**src/rtl/frame_plotter_pkg.sv**
```systemverilog
// Shared screen geometry, coordinate widths and request-mode encodings
// for the frame plotter and its scan counter.
package frame_plotter_pkg;

    localparam int X_W      = 8;
    localparam int Y_W      = 7;
    localparam int COLOUR_W = 3;

    localparam int DEF_SCREEN_W = 160;
    localparam int DEF_SCREEN_H = 120;
    localparam int DEF_OBJ_W    = 4;
    localparam int DEF_OBJ_H    = 4;
    localparam logic [COLOUR_W-1:0] DEF_BG_COLOUR = 3'b000;

    typedef enum logic [1:0] {
        MODE_DRAW  = 2'd0,
        MODE_ERASE = 2'd1,
        MODE_CLEAR = 2'd2
    } mode_e;

    typedef enum logic [1:0] {
        ST_IDLE = 2'd0,
        ST_SCAN = 2'd1,
        ST_DONE = 2'd2
    } state_e;

    // Simultaneous requests resolve clear > erase > draw.
    function automatic mode_e pick_mode(input logic erase, input logic clear);
        if (clear) begin
            return MODE_CLEAR;
        end
        if (erase) begin
            return MODE_ERASE;
        end
        return MODE_DRAW;
    endfunction

endpackage

```
**src/rtl/frame_plotter_if.sv**
```systemverilog
// Request/completion and VGA write-port bundle between the state controller,
// the plotter (slave) and the VGA adapter.
interface frame_plotter_if;
    import frame_plotter_pkg::*;

    logic                req_draw;
    logic                req_erase;
    logic                req_clear;
    logic [X_W-1:0]      obj_x;
    logic [Y_W-1:0]      obj_y;
    logic [COLOUR_W-1:0] obj_colour;
    logic [X_W-1:0]      vga_x;
    logic [Y_W-1:0]      vga_y;
    logic [COLOUR_W-1:0] vga_colour;
    logic                vga_plot;
    logic                busy;
    logic                done;

    modport master (
        output req_draw, req_erase, req_clear, obj_x, obj_y, obj_colour,
        input  vga_x, vga_y, vga_colour, vga_plot, busy, done
    );

    modport slave (
        input  req_draw, req_erase, req_clear, obj_x, obj_y, obj_colour,
        output vga_x, vga_y, vga_colour, vga_plot, busy, done
    );

endinterface

```
**src/rtl/frame_plotter_scan.sv**
```systemverilog
// 2-D raster counter: cx runs fastest, cy steps when cx wraps; last flags the final cell.
// cx/cy expose the value the counter takes on the coming edge so the caller can register it.
module pixel_scan_counter
    import frame_plotter_pkg::*;
(
    input  logic           clk,
    input  logic           rst,
    input  logic           start,
    input  logic           enable,
    input  logic [X_W-1:0] width,
    input  logic [Y_W-1:0] height,
    output logic [X_W-1:0] cx,
    output logic [Y_W-1:0] cy,
    output logic           last
);

    logic [X_W-1:0] cx_q, cx_d;
    logic [Y_W-1:0] cy_q, cy_d;
    logic           x_end, y_end;

    assign x_end = (cx_q == width - X_W'(1));
    assign y_end = (cy_q == height - Y_W'(1));
    assign last  = x_end && y_end;

    always_comb begin
        cx_d = cx_q;
        cy_d = cy_q;
        if (start) begin
            cx_d = '0;
            cy_d = '0;
        end else if (enable) begin
            if (x_end) begin
                cx_d = '0;
                cy_d = y_end ? '0 : cy_q + Y_W'(1);
            end else begin
                cx_d = cx_q + X_W'(1);
            end
        end
    end

    assign cx = cx_d;
    assign cy = cy_d;

    always_ff @(posedge clk) begin
        if (rst) begin
            cx_q <= '0;
            cy_q <= '0;
        end else begin
            cx_q <= cx_d;
            cy_q <= cy_d;
        end
    end

endmodule

```
**src/rtl/frame_plotter.sv**
```systemverilog
// Scans a draw/erase box or the whole screen onto the VGA write port, one pixel per cycle.
// Pixel 0 appears the cycle after the accepting edge; requests arriving while busy are dropped.
module frame_plotter
    import frame_plotter_pkg::*;
#(
    parameter int                  SCREEN_W  = DEF_SCREEN_W,
    parameter int                  SCREEN_H  = DEF_SCREEN_H,
    parameter int                  OBJ_W     = DEF_OBJ_W,
    parameter int                  OBJ_H     = DEF_OBJ_H,
    parameter logic [COLOUR_W-1:0] BG_COLOUR = DEF_BG_COLOUR
) (
    input  logic            CLOCK_50,
    input  logic            reset,
    frame_plotter_if.slave  ctl
);

    state_e              state_q, state_d;
    mode_e               mode_q, mode_d;
    logic [X_W-1:0]      org_x_q, org_x_d, vga_x_q, vga_x_d;
    logic [Y_W-1:0]      org_y_q, org_y_d, vga_y_q, vga_y_d;
    logic [COLOUR_W-1:0] colour_q, colour_d, vga_colour_q, vga_colour_d;
    logic                vga_plot_q, vga_plot_d;
    logic                start, enable, emit, last, any_req;
    logic [X_W-1:0]      cx, scan_w;
    logic [Y_W-1:0]      cy, scan_h;
    logic [X_W:0]        pix_x;
    logic [Y_W:0]        pix_y;

    assign any_req = ctl.req_draw | ctl.req_erase | ctl.req_clear;
    assign scan_w  = (mode_q == MODE_CLEAR) ? X_W'(SCREEN_W) : X_W'(OBJ_W);
    assign scan_h  = (mode_q == MODE_CLEAR) ? Y_W'(SCREEN_H) : Y_W'(OBJ_H);

    pixel_scan_counter u_scan (
        .clk    (CLOCK_50),
        .rst    (reset),
        .start  (start),
        .enable (enable),
        .width  (scan_w),
        .height (scan_h),
        .cx     (cx),
        .cy     (cy),
        .last   (last)
    );

    always_comb begin
        state_d  = state_q;
        mode_d   = mode_q;
        org_x_d  = org_x_q;
        org_y_d  = org_y_q;
        colour_d = colour_q;
        start    = 1'b0;
        enable   = 1'b0;
        emit     = 1'b0;
        unique case (state_q)
            ST_IDLE: begin
                if (any_req) begin
                    start    = 1'b1;
                    emit     = 1'b1;
                    state_d  = ST_SCAN;
                    mode_d   = pick_mode(ctl.req_erase, ctl.req_clear);
                    org_x_d  = (mode_d == MODE_CLEAR) ? '0 : ctl.obj_x;
                    org_y_d  = (mode_d == MODE_CLEAR) ? '0 : ctl.obj_y;
                    colour_d = (mode_d == MODE_DRAW) ? ctl.obj_colour : BG_COLOUR;
                end
            end
            ST_SCAN: begin
                enable = 1'b1;
                if (last) begin
                    state_d = ST_DONE;
                end else begin
                    emit = 1'b1;
                end
            end
            ST_DONE: state_d = ST_IDLE;
            default: state_d = ST_IDLE;
        endcase
    end

    // Sum one bit wider than the coordinate so off-screen pixels clip instead of wrapping.
    always_comb begin
        pix_x        = {1'b0, org_x_d} + {1'b0, cx};
        pix_y        = {1'b0, org_y_d} + {1'b0, cy};
        vga_x_d      = vga_x_q;
        vga_y_d      = vga_y_q;
        vga_colour_d = vga_colour_q;
        vga_plot_d   = 1'b0;
        if (emit) begin
            vga_x_d      = pix_x[X_W-1:0];
            vga_y_d      = pix_y[Y_W-1:0];
            vga_colour_d = colour_d;
            vga_plot_d   = (pix_x < (X_W+1)'(SCREEN_W)) && (pix_y < (Y_W+1)'(SCREEN_H));
        end
    end

    always_ff @(posedge CLOCK_50) begin
        if (reset) begin
            state_q      <= ST_IDLE;
            mode_q       <= MODE_DRAW;
            org_x_q      <= '0;
            org_y_q      <= '0;
            colour_q     <= '0;
            vga_x_q      <= '0;
            vga_y_q      <= '0;
            vga_colour_q <= '0;
            vga_plot_q   <= 1'b0;
        end else begin
            state_q      <= state_d;
            mode_q       <= mode_d;
            org_x_q      <= org_x_d;
            org_y_q      <= org_y_d;
            colour_q     <= colour_d;
            vga_x_q      <= vga_x_d;
            vga_y_q      <= vga_y_d;
            vga_colour_q <= vga_colour_d;
            vga_plot_q   <= vga_plot_d;
        end
    end

    assign ctl.vga_x      = vga_x_q;
    assign ctl.vga_y      = vga_y_q;
    assign ctl.vga_colour = vga_colour_q;
    assign ctl.vga_plot   = vga_plot_q;
    assign ctl.busy       = (state_q != ST_IDLE);
    assign ctl.done       = (state_q == ST_DONE);

endmodule

```
**src/flat_wrapper.sv**
```systemverilog
// flat-port wrapper written by rule: the top's interface ports become plain ports
module frame_plotter_flat import frame_plotter_pkg::*;
#(
    parameter int                  SCREEN_W  = DEF_SCREEN_W,
    parameter int                  SCREEN_H  = DEF_SCREEN_H,
    parameter int                  OBJ_W     = DEF_OBJ_W,
    parameter int                  OBJ_H     = DEF_OBJ_H,
    parameter logic [COLOUR_W-1:0] BG_COLOUR = DEF_BG_COLOUR
)
  (CLOCK_50, reset, ctl_req_draw, ctl_req_erase, ctl_req_clear, ctl_obj_x, ctl_obj_y, ctl_obj_colour, ctl_vga_x, ctl_vga_y, ctl_vga_colour, ctl_vga_plot, ctl_busy, ctl_done);
  frame_plotter_if ctl_i ();
  input  logic CLOCK_50;
  input  logic reset;
  input wire logic [$bits(ctl_i.req_draw)-1:0] ctl_req_draw;
  input wire logic [$bits(ctl_i.req_erase)-1:0] ctl_req_erase;
  input wire logic [$bits(ctl_i.req_clear)-1:0] ctl_req_clear;
  input wire logic [$bits(ctl_i.obj_x)-1:0] ctl_obj_x;
  input wire logic [$bits(ctl_i.obj_y)-1:0] ctl_obj_y;
  input wire logic [$bits(ctl_i.obj_colour)-1:0] ctl_obj_colour;
  output wire logic [$bits(ctl_i.vga_x)-1:0] ctl_vga_x;
  output wire logic [$bits(ctl_i.vga_y)-1:0] ctl_vga_y;
  output wire logic [$bits(ctl_i.vga_colour)-1:0] ctl_vga_colour;
  output wire logic [$bits(ctl_i.vga_plot)-1:0] ctl_vga_plot;
  output wire logic [$bits(ctl_i.busy)-1:0] ctl_busy;
  output wire logic [$bits(ctl_i.done)-1:0] ctl_done;
  assign ctl_i.req_draw = ctl_req_draw;
  assign ctl_i.req_erase = ctl_req_erase;
  assign ctl_i.req_clear = ctl_req_clear;
  assign ctl_i.obj_x = ctl_obj_x;
  assign ctl_i.obj_y = ctl_obj_y;
  assign ctl_i.obj_colour = ctl_obj_colour;
  assign ctl_vga_x = ctl_i.vga_x;
  assign ctl_vga_y = ctl_i.vga_y;
  assign ctl_vga_colour = ctl_i.vga_colour;
  assign ctl_vga_plot = ctl_i.vga_plot;
  assign ctl_busy = ctl_i.busy;
  assign ctl_done = ctl_i.done;
  frame_plotter #(.SCREEN_W(SCREEN_W), .SCREEN_H(SCREEN_H), .OBJ_W(OBJ_W), .OBJ_H(OBJ_H), .BG_COLOUR(BG_COLOUR)) u_core (.CLOCK_50(CLOCK_50), .reset(reset), .ctl(ctl_i));
endmodule
```
**config.mk**
```make
export PLATFORM = sky130hd
export DESIGN_NAME = frame_plotter_flat
export DESIGN_NICKNAME = d
export VERILOG_FILES = /design/src/rtl/frame_plotter_pkg.sv /design/src/rtl/frame_plotter_if.sv /design/src/rtl/frame_plotter_scan.sv /design/src/rtl/frame_plotter.sv /design/src/flat_wrapper.sv
export SDC_FILE = /design/constraint.sdc
export NUM_CORES = 1
export LEC_CHECK = 0
export BUFFER_PORTS_ARGS = -buffer_cell sky130_fd_sc_hd__clkbuf_2
export CAP_MARGIN = 40
export CELL_PAD_IN_SITES_DETAIL_PLACEMENT = 0
export CELL_PAD_IN_SITES_GLOBAL_PLACEMENT = 1
export CORE_ASPECT_RATIO = 1.4
export CORE_MARGIN = 2
export CORE_UTILIZATION = 30
export CTS_BUF_LIST = sky130_fd_sc_hd__clkbuf_16
export CTS_CLUSTER_DIAMETER = 150
export DETAILED_ROUTE_END_ITERATION = 6
export GPL_TIMING_DRIVEN = 0
export MAX_ROUTING_LAYER = met4
export PLACE_DENSITY_LB_ADDON = 0.1
export SETUP_SLACK_MARGIN = 0.02
export SLEW_MARGIN = 10
export SYNTH_ARGS = -nofsm -noshare
export SYNTH_HDL_FRONTEND = slang
export SYNTH_SLANG_ARGS = --single-unit
```
**constraint.sdc**
```tcl
create_clock -name CLOCK_50 -period 5.1 [get_ports CLOCK_50]
set_input_delay 0.255 -clock CLOCK_50 [delete_from_list [all_inputs] [get_ports CLOCK_50]]
set_output_delay 0.255 -clock CLOCK_50 [all_outputs]
set_load 0.01 [all_outputs]
```
==> flow_summary.json, run 1 <==
{
  "outcome": "complete, no violations",
  "ys_seq_area_share_pct": 35.63,
  "hold_buffers": 0,
  "r2r-end": "u_core.ctl.vga_plot$_SDFF_PP0_",
  "post_cts_buffers": 0,
  "worst_pin_slew_ps": 586.1,
  "drc": 0,
  "synth-seq-cells": 56,
  "end_kind": "flip-flop",
  "numCtsBuffers": 5,
  "crit_type": "flip-flop to flip-flop",
  "synth_edf_count": 0,
  "clkTransAtPathRegs_ps": 70,
  "cts_buffer_depth": 2,
  "wirelength_mm": 8.509,
  "fin_crit_sh_pct": 79.85,
  "io_pins": 44,
  "critPathTopFamily": "simple AND/OR/NAND/NOR gates",
  "cts_tree": "done",
  "met1_usage_pct": 17.75,
  "layout-drive-gt1-share_pct": 15.59,
  "syn_inst": 367,
  "synth_flop_cell": "dfxtp_1",
  "hold_viol_final": 0,
  "via_per_inst": 4.834,
  "path_cells": "or4_4 > mux2i_4 > nand4_2 > nand2_1 > buf_2 > nor2_1 > ha_1 > fa_1 > a211oi_1 > or3b_2 > nand3_1 > nor3b_1 > o21ai_0 > a2111oi_1",
  "r2r-start": "u_core.u_scan.cx_q[3]$_SDFF_PP0_",
  "hold_path.class": "primary input to flip-flop",
  "rows": 44,
  "drt_iter0_drc": 51,
  "htreeDepth": 2,
  "cts-root-buf": "clkbuf_16",
  "crit_path_start_kind": "flip-flop",
  "die_area_mm2": 0.01134,
  "num_antenna_cells": 0,
  "clock_sinks": 56,
  "post-route-min-period_ps": 4072,
  "avgSynthCellArea_um2": 8.574,
  "cpPeakStageDelay_ps": 560,
  "clock_skew_ps": 10.13,
  "start_util_pct": 30.57,
  "ant_nets": 0,
  "peakVddDrop_uv": 130.8,
  "synth.top_cell.area_share_pct": 35.63,
  "area_growth_pct": 16.50,
  "r2r_setup_slack_ps": 1030,
  "io_buffers": 42,
  "critPathSlowestCell": "or4_4",
  "antenna_found_initial": 0,
  "insertion_delay_ps": 300,
  "routabilityCongestion": 0.7928,
  "top_usage_layer": "met2",
  "critPathCapture": "u_core.ctl.vga_plot$_SDFF_PP0_",
  "detailed_place_hpwl_mm": 6.615,
  "grt_pass1_vias": 2673,
  "max_freq_mhz": 245.6,
  "die_y_um": 125.2,
  "setup-violations-final": 0,
  "grt_pass1_wl_mm": 13.91,
  "crit_buf_inv": 1,
  "drt_pass1_iterations": 4,
  "relSlewSlack_pct": 60.93,
  "crit_fanout": 10,
  "final_area_mm2": 0.003666,
  "synth_nets": 409,
  "grt_setup_unrepaired": "false",
  "p_leak_nw": 1.584,
  "place_area_mm2": 0.003530,
  "grtUsageMet3_pct": 2.169,
  "cp.depth": 14,
  "setup_tns_ps": 0,
  "synthDistinctLibCells": 54,
  "coreArea_mm2": 0.01029,
  "yosys-top-cells-area": "dfxtp_1 36%, ha_1 6.8%, nor2_1 5.4%",
  "required_ps": 5290,
  "powerDensity_mw_per_mm2": 261.9,
  "wire_per_inst_um": 15.33,
  "final_net_count": 458,
  "grt_use_total_pct": 16.06,
  "grt-ovfl-total": 0,
  "synth_top_area_cell": "dfxtp_1",
  "fillCellCount": 1151,
  "crit_path_start": "u_core.u_scan.cx_q[3]$_SDFF_PP0_",
  "dr_total_vias": 2683,
  "grt_max_degree": 16,
  "post_cts_resized": 0,
  "syn_area_mm2": 0.003147,
  "cap_violations": 0,
  "yosys_warnings": 0,
  "ys_async_sr_fraction_pct": 0,
  "die_x_um": 90.56,
  "min_from": "ctl_obj_colour[0]",
  "fin_cells": 555,
  "met2_usage_pct": 30.16,
  "finalMaxSlewViolations": 0,
  "power_mw": 0.9602,
  "placedCellCount": 547,
  "cp.arrival_ps": 4260,
  "rr_worst_depth": 14
}
-- registers in the layout (all words and copies together) (netlist names) --
register,count
u_core.ctl.vga_x,8
u_core.org_x_q,8
u_core.u_scan.cx_q,8
u_core.ctl.vga_y,7
u_core.org_y_q,7
u_core.u_scan.cy_q,7
u_core.colour_q,3
u_core.ctl.vga_colour,3
u_core.mode_q,2
u_core.state_q,2
u_core.ctl.vga_plot,1
-- Yosys cell counts (all sizes together) (3+ instances only) --
cell type and instances:
clkbuf 11, xor2 10, a21oi 15, nor2 46, nand4 9, nor2b 19
nor3 15, nand3 8, o21bai 4, and3 3, a211oi 5, nor3b 5
nand3b 16, ha 17, nand2 43, xnor2 12, dfxtp 56, buf 5
a21o 7, inv 7, o21ai 9, mux2i 16
-- area by class of cell --
type	count	area (µm²)	share of cell area, %
Buffer	16	80.08	2.184
Clock buffer	5	125.1	3.413
Clock inverter	3	11.26	0.3072
Inverter	7	26.28	0.7167
Multi-Input combinational cell	288	1919	52.35
Sequential cell	56	1121	30.58
Tap cell	138	172.7	4.710
Timing Repair Buffer	42	210.2	5.734
-- layout by cell type, fill, tap and decap left out, drive strengths merged, types with 2 or more instances in the layout --
cell and instances:
clkbuf 58, dfxtp 56, nor2 46, nand2 43
nor2b 19, ha 17, nand3b 16, mux2i 16
nor3 15, a21oi 15, xnor2 12, xor2 10
inv 9, nand4 9, o21ai 9, nand3 8
a21o 7, nor3b 5, a211oi 5, buf 5
o21bai 4, and3 3, nand2b 2, and4 2
or2 2, or3b 2, a22oi 2, fa 2
or4 2
-- worst register-to-register path: cells and delay by family (launching register included) --
kind	cells	cell delay (ps)
DFF	1	360
adders and majority gates	2	670
buffers and inverters	1	250
and+or+nand+nor	7	1610
muxes	1	190
AOI/OAI and AO/OA	3	860
-- how the worst min path moves through the flow --
stage                     slack [ps]                                     to  cells past startpoint
after floorplan                  430          u_core.colour_q[0]$_SDFF_PP0_                      2
after global placement           440       u_core.ctl.vga_y[1]$_SDFFE_PP0P_                      2
after detailed placement         450  u_core.ctl.vga_colour[0]$_SDFFE_PP0P_                      2
after CTS                        230          u_core.colour_q[0]$_SDFF_PP0_                      3
after global routing             240          u_core.colour_q[0]$_SDFF_PP0_                      3
final                            230          u_core.colour_q[0]$_SDFF_PP0_                      3
-- stage by stage --
| stage | hold slack (ps) | util [%] | setup slack, ps |
|---|---|---|---|
| 2_1_floorplan | 430.4 | - | 1502 |
| 3_3_place_gp | 444.6 | 34.29 | 999.7 |
| 3_5_place_dp | 446.2 | 34.29 | 1035 |
| 4_1_cts | 228.3 | 35.61 | 993.3 |
| 5_1_grt | 241.0 | 35.61 | 745.4 |
| 6_report | 225.7 | 35.61 | 1028 |
-- where the power goes --
group          internal, mW  switching (mW)  total, mW
logic                0.0642          0.0972      0.161
clock network         0.178           0.158      0.336
registers             0.455         0.00785      0.463
-- metal layers --
layer | wire [µm] | vias up | part of all wire, %
met3 | 167 | 7 | 2.0
met2 | 4614 | 29 | 54
met5 | 0 | - | 0
met4 | 97 | 0 | 1.1
met1 | 3629 | 1267 | 43
li1 | - | 1380 | -
-- kinds of logic (layout without fill, tap and decap cells) --
kind of cell             Yosys count  in the layout  share of synthesized area, %
AND/OR/NAND/NOR                  178            178                         29.62
flip-flops                        56             56                         35.63
AO/OA/AOI/OAI                     52             52                         11.37
buffers and inverters             23             73                         3.380
XOR/XNOR                          22             22                         6.123
adder cells (fa/ha/maj)           19             19                         8.032
multiplexers                      17             17                         5.845
No activity file was read; power rests on OpenSTA's default activity.
==> inputs of run 2 (changes only) <==
- clock period: 5.1 -> 4.2 ns (I/O delays scaled with it)
==> flow_summary.json, run 2 (same netlist as run 1, synthesis figures left out) <==
{
  "outcome": "complete, no violations",
  "cpPeakStageDelay_ps": 560,
  "insertion_delay_ps": 300,
  "layout-drive-gt1-share_pct": 16.11,
  "clock_skew_ps": 9.585,
  "cap_violations": 0,
  "r2r-end": "u_core.ctl.vga_plot$_SDFF_PP0_",
  "rr_worst_depth": 14,
  "critPathSlowestCell": "or4_4",
  "crit_path_start": "u_core.u_scan.cx_q[3]$_SDFF_PP0_",
  "crit_type": "flip-flop to flip-flop",
  "fin_crit_sh_pct": 93.40,
  "setup_ws_ps": 277.3,
  "met2_usage_pct": 30.16,
  "cts-root-buf": "clkbuf_16",
  "detailed_place_hpwl_mm": 6.615,
  "seqCellArea_mm2": 0.001121,
  "num_antenna_cells": 0,
  "die_x_um": 90.56,
  "layout_common_cells": "56 x dfxtp_1, 45 x nor2_1, 42 x nand2_1, 42 x clkbuf_2, 19 x nor2b_1",
  "powerDensity_mw_per_mm2": 317.4,
  "crit_fanout": 10,
  "start_util_pct": 30.57,
  "final_net_count": 457,
  "post_cts_buffers": 0,
  "hold_path.class": "primary input to flip-flop",
  "dr_total_vias": 2684,
  "path_cells": "or4_4 > mux2i_4 > nand4_2 > nand2_2 > buf_2 > nor2_1 > ha_1 > fa_1 > a211oi_2 > or3b_2 > nand3_1 > nor3b_1 > o21ai_0 > a2111oi_1",
  "coreArea_mm2": 0.01029,
  "p_leak_nw": 1.585,
  "utilization_pct": 35.70,
  "drc": 0,
  "wire_per_inst_um": 15.35,
  "fillCellCount": 1152,
  "finalMaxSlewViolations": 0,
  "io_buffers": 42,
  "grt_max_degree": 16,
  "post-route-min-period_ps": 3923,
  "drt_iter0_drc": 67,
  "max_freq_mhz": 254.9,
  "critPathCapture": "u_core.ctl.vga_plot$_SDFF_PP0_",
  "layout_commonest_cell": "dfxtp_1",
  "area_growth_pct": 16.78,
  "cts_tree": "done",
  "die_y_um": 125.2,
  "grt-ovfl-total": 0,
  "top_usage_layer": "met2",
  "grt_setup_unrepaired": "false",
  "grt_use_total_pct": 16.06,
  "dp_slack_ps": 134.6,
  "end_kind": "flip-flop",
  "routabilityCongestion": 0.7928,
  "met1_usage_pct": 17.75,
  "multi_input_area_mm2": 0.001932,
  "numCtsBuffers": 5,
  "ant_nets": 0,
  "r2r_setup_slack_ps": 280,
  "hold_viol_final": 0,
  "wirelength_mm": 8.502,
  "clkTransAtPathRegs_ps": 70,
  "die_area_mm2": 0.01134,
  "grtUsageMet3_pct": 2.169,
  "clock_sinks": 56,
  "relSlewSlack_pct": 60.71,
  "setup-violations-final": 0,
  "rows": 44,
  "r2r-start": "u_core.u_scan.cx_q[3]$_SDFF_PP0_",
  "drt_pass1_iterations": 4,
  "crit_path_start_kind": "flip-flop",
  "required_ps": 4390,
  "htreeDepth": 2,
  "antenna_found_initial": 0,
  "setup_tns_ps": 0,
  "cts_buffer_depth": 2,
  "grt_pass1_wl_mm": 13.91,
  "worst_pin_slew_ps": 589.3,
  "io_pins": 44,
  "cp.arrival_ps": 4110,
  "fin_worst_hold_slack_ps": 180.7,
  "peakVddDrop_uv": 171.6,
  "via_per_inst": 4.845,
  "grt_pass1_vias": 2673
}
-- run 2: changes by cell type in the layout (fill, tap and decap cells not counted), sizes merged --
cell / previous run / this run
clkbuf: 58 / 56
buf: 5 / 6
-- run 2: critical path: cells and delay by family (launching register included) --
kind | cells | cell delay [ps]
and+or+nand+nor | 7 | 1540
AOI/OAI and AO/OA | 3 | 800
adders and majority gates | 2 | 680
DFF | 1 | 360
buffers and inverters | 1 | 230
muxes | 1 | 190
-- run 2: worst min-delay path by stage --
| stage | slack (ps) | to | from | depth (start not counted) |
|---|---|---|---|---|
| 6_report | 180 | u_core.colour_q[0]$_SDFF_PP0_ | ctl_obj_colour[0] | 3 |
| 2_1_floorplan | 390 | u_core.colour_q[0]$_SDFF_PP0_ | ctl_obj_colour[0] | 2 |
| 5_1_grt | 200 | u_core.colour_q[0]$_SDFF_PP0_ | ctl_obj_colour[0] | 3 |
| 3_5_place_dp | 450 | u_core.ctl.vga_colour[0]$_SDFFE_PP0P_ | u_core.ctl.vga_colour[0]$_SDFFE_PP0P_ | 2 |
| 3_3_place_gp | 440 | u_core.ctl.vga_y[1]$_SDFFE_PP0P_ | u_core.ctl.vga_y[1]$_SDFFE_PP0P_ | 2 |
| 4_1_cts | 180 | u_core.colour_q[0]$_SDFF_PP0_ | ctl_obj_colour[0] | 3 |
-- run 2: metal layers --
metal | wire, µm | vias up | part of all wire [%]
li1 | - | 1376 | -
met1 | 3628 | 1270 | 43
met2 | 4604 | 31 | 54
met3 | 171 | 7 | 2.0
met4 | 97 | 0 | 1.1
met5 | 0 | - | 0
-- run 2: power breakdown --
group | switching (mW) | internal [mW] | leakage, nW
Clock | 0.191 | 0.216 | 0.0738
Sequential | 0.00966 | 0.553 | 0.456
Combinational | 0.119 | 0.0782 | 1.06
-- run 2: timing repair --
| item | CTS | global route |
|---|---|---|
| setup endpoints to repair | 0 | 1 |
| hold buffers | 0 | 0 |
| resized for setup | 0 | 4 |
-- run 2: through the flow --
stage,cell area [µm²],power [mW],instances
2_1_floorplan,3147,0.7071,367
3_3_place_gp,3530,0.7741,547
3_5_place_dp,3530,0.7748,547
4_1_cts,3666,1.185,555
5_1_grt,3675,1.233,554
6_report,3675,1.166,554
-- run 2: cell type report --
cell class | count | share of cell area [%]
Sequential cell | 56 | 30.51
Buffer | 15 | 2.077
Timing Repair Buffer | 42 | 5.720
Multi-Input combinational cell | 288 | 52.57
Clock buffer | 5 | 3.405
Inverter | 7 | 0.7150
Clock inverter | 3 | 0.3064
Tap cell | 138 | 4.699
==> inputs of run 3 (changes only) <==
- GPL_ROUTABILITY_DRIVEN: unset -> 0
- REMOVE_ABC_BUFFERS: unset -> 1
==> flow_summary.json, run 3 (same netlist as run 1, synthesis figures left out) <==
{
  "outcome": "complete, no violations",
  "wire_per_inst_um": 14.98,
  "grt_setup_unrepaired": "false",
  "coreArea_mm2": 0.01029,
  "setup_tns_ps": 0,
  "cts_buffer_depth": 2,
  "die_x_um": 90.56,
  "numCtsBuffers": 5,
  "cts-root-buf": "clkbuf_16",
  "fin_crit_sh_pct": 90.61,
  "peakVddDrop_uv": 155.9,
  "grt_use_total_pct": 15.53,
  "power_mw": 1.178,
  "seqCellArea_mm2": 0.001121,
  "crit_path_start_kind": "flip-flop",
  "critPathSlowestCell": "or4_4",
  "ant_nets": 0,
  "drc": 0,
  "post_cts_buffers": 0,
  "num_antenna_cells": 0,
  "dr_total_vias": 2644,
  "r2r-end": "u_core.ctl.vga_plot$_SDFF_PP0_",
  "post-route-min-period_ps": 3805,
  "drt_iter0_drc": 71,
  "antenna_found_initial": 0,
  "via_per_inst": 4.860,
  "detailed_place_hpwl_mm": 5.970,
  "cap_violations": 0,
  "hold_buffers": 0,
  "rr_worst_depth": 13,
  "cp.depth": 13,
  "worst_pin_slew_ps": 613.8,
  "post_cts_resized": 2,
  "insertion_delay_ps": 300,
  "clock_sinks": 56,
  "path_cells": "or4_4 > mux2i_4 > nand4_2 > nand2_4 > nor2_1 > ha_1 > fa_1 > a211oi_2 > or3b_2 > nand3_1 > nor3b_1 > o21ai_0 > a2111oi_1",
  "fin_worst_hold_slack_ps": 169.7,
  "area_growth_pct": 17.06,
  "hold_path.class": "primary input to flip-flop",
  "io_buffers": 43,
  "end_kind": "flip-flop",
  "final_net_count": 447,
  "crit_fanout": 16,
  "fillCellCount": 1142,
  "r2r-start": "u_core.u_scan.cx_q[3]$_SDFF_PP0_",
  "die_area_mm2": 0.01134,
  "powerDensity_mw_per_mm2": 319.8,
  "hold_viol_final": 0,
  "multi_input_area_mm2": 0.001938,
  "setup-violations-final": 0,
  "layout_common_cells": "56 x dfxtp_1, 45 x nor2_1, 43 x clkbuf_2, 42 x nand2_1, 18 x nor2b_1",
  "wirelength_mm": 8.150,
  "grt_pass1_wl_mm": 13.47,
  "cp.arrival_ps": 3980,
  "grt-ovfl-total": 0,
  "drt_pass1_iterations": 4,
  "layout-drive-gt1-share_pct": 17.49,
  "relSlewSlack_pct": 59.04,
  "critPathCapture": "u_core.ctl.vga_plot$_SDFF_PP0_",
  "start_util_pct": 30.57,
  "cpPeakStageDelay_ps": 560,
  "rows": 44,
  "utilization_pct": 35.78,
  "required_ps": 4380,
  "crit_type": "flip-flop to flip-flop",
  "layout_commonest_cell": "dfxtp_1",
  "cts_tree": "done",
  "io_pins": 44,
  "crit_buf_inv": 0,
  "r2r_setup_slack_ps": 390,
  "max_freq_mhz": 262.8,
  "critPathTopFamily": "simple AND/OR/NAND/NOR gates",
  "p_leak_nw": 1.590,
  "htreeDepth": 2,
  "die_y_um": 125.2,
  "finalMaxSlewViolations": 0,
  "clock_skew_ps": 7.827,
  "grt_max_degree": 37,
  "crit_path_start": "u_core.u_scan.cx_q[3]$_SDFF_PP0_",
  "grt_pass1_vias": 2649,
  "clkTransAtPathRegs_ps": 70
}
-- run 3: cell type report --
cell class | instances | share of cell area [%]
multi-input cells | 288 | 52.62
flip-flops and latches | 56 | 30.43
repair buffers | 47 | 7.846
well taps | 138 | 4.688
clock buffers | 5 | 3.397
inverters | 7 | 0.7133
clock inverters | 3 | 0.3057
-- run 3: through the flow --
stage / instances / worst slack (ps) / area [µm²]
2_1_floorplan: 351 / 610.4 / 3067
3_3_place_gp: 532 / -662.3 / 3455
3_5_place_dp: 536 / -293.8 / 3528
4_1_cts: 544 / 27.61 / 3670
5_1_grt: 544 / 31.20 / 3684
6_report: 544 / 394.5 / 3684
-- run 3: how the worst min path moves through the flow --
stage                     slack [ps]                                  start                                     to  cells after the start
after floorplan                  280                                  reset          u_core.colour_q[0]$_SDFF_PP0_                      1
after global placement           440       u_core.ctl.vga_y[1]$_SDFFE_PP0P_       u_core.ctl.vga_y[1]$_SDFFE_PP0P_                      2
after detailed placement         450  u_core.ctl.vga_colour[0]$_SDFFE_PP0P_  u_core.ctl.vga_colour[0]$_SDFFE_PP0P_                      2
after CTS                        170                      ctl_obj_colour[0]          u_core.colour_q[0]$_SDFF_PP0_                      3
after global routing             190                      ctl_obj_colour[2]          u_core.colour_q[2]$_SDFF_PP0_                      3
final                            170                      ctl_obj_colour[0]          u_core.colour_q[0]$_SDFF_PP0_                      3
-- run 3: worst register-to-register path: stages, from the launching register on --
cell and delay, ps:
dfxtp_1 360, or4_4 560, mux2i_4 200, nand4_2 210, nand2_4 240, nor2_1 80, ha_1 250, fa_1 460
a211oi_2 300, or3b_2 160, nand3_1 120, nor3b_1 190, o21ai_0 140, a2111oi_1 410
-- run 3: report_power, final --
group | internal (mW) | switching (mW) | leakage (nW)
clock | 0.216 | 0.199 | 0.0738
combinational | 0.0833 | 0.118 | 1.06
sequential | 0.553 | 0.00900 | 0.456
-- run 3: metal layers --
layer | routed length [µm] | up-vias | GRT usage (%)
li1 | - | 1357 | -
met1 | 3385 | 1232 | 16.50
met2 | 4377 | 46 | 29.06
met3 | 272 | 9 | 2.470
met4 | 114 | 0 | 4.887
met5 | 0 | - | -
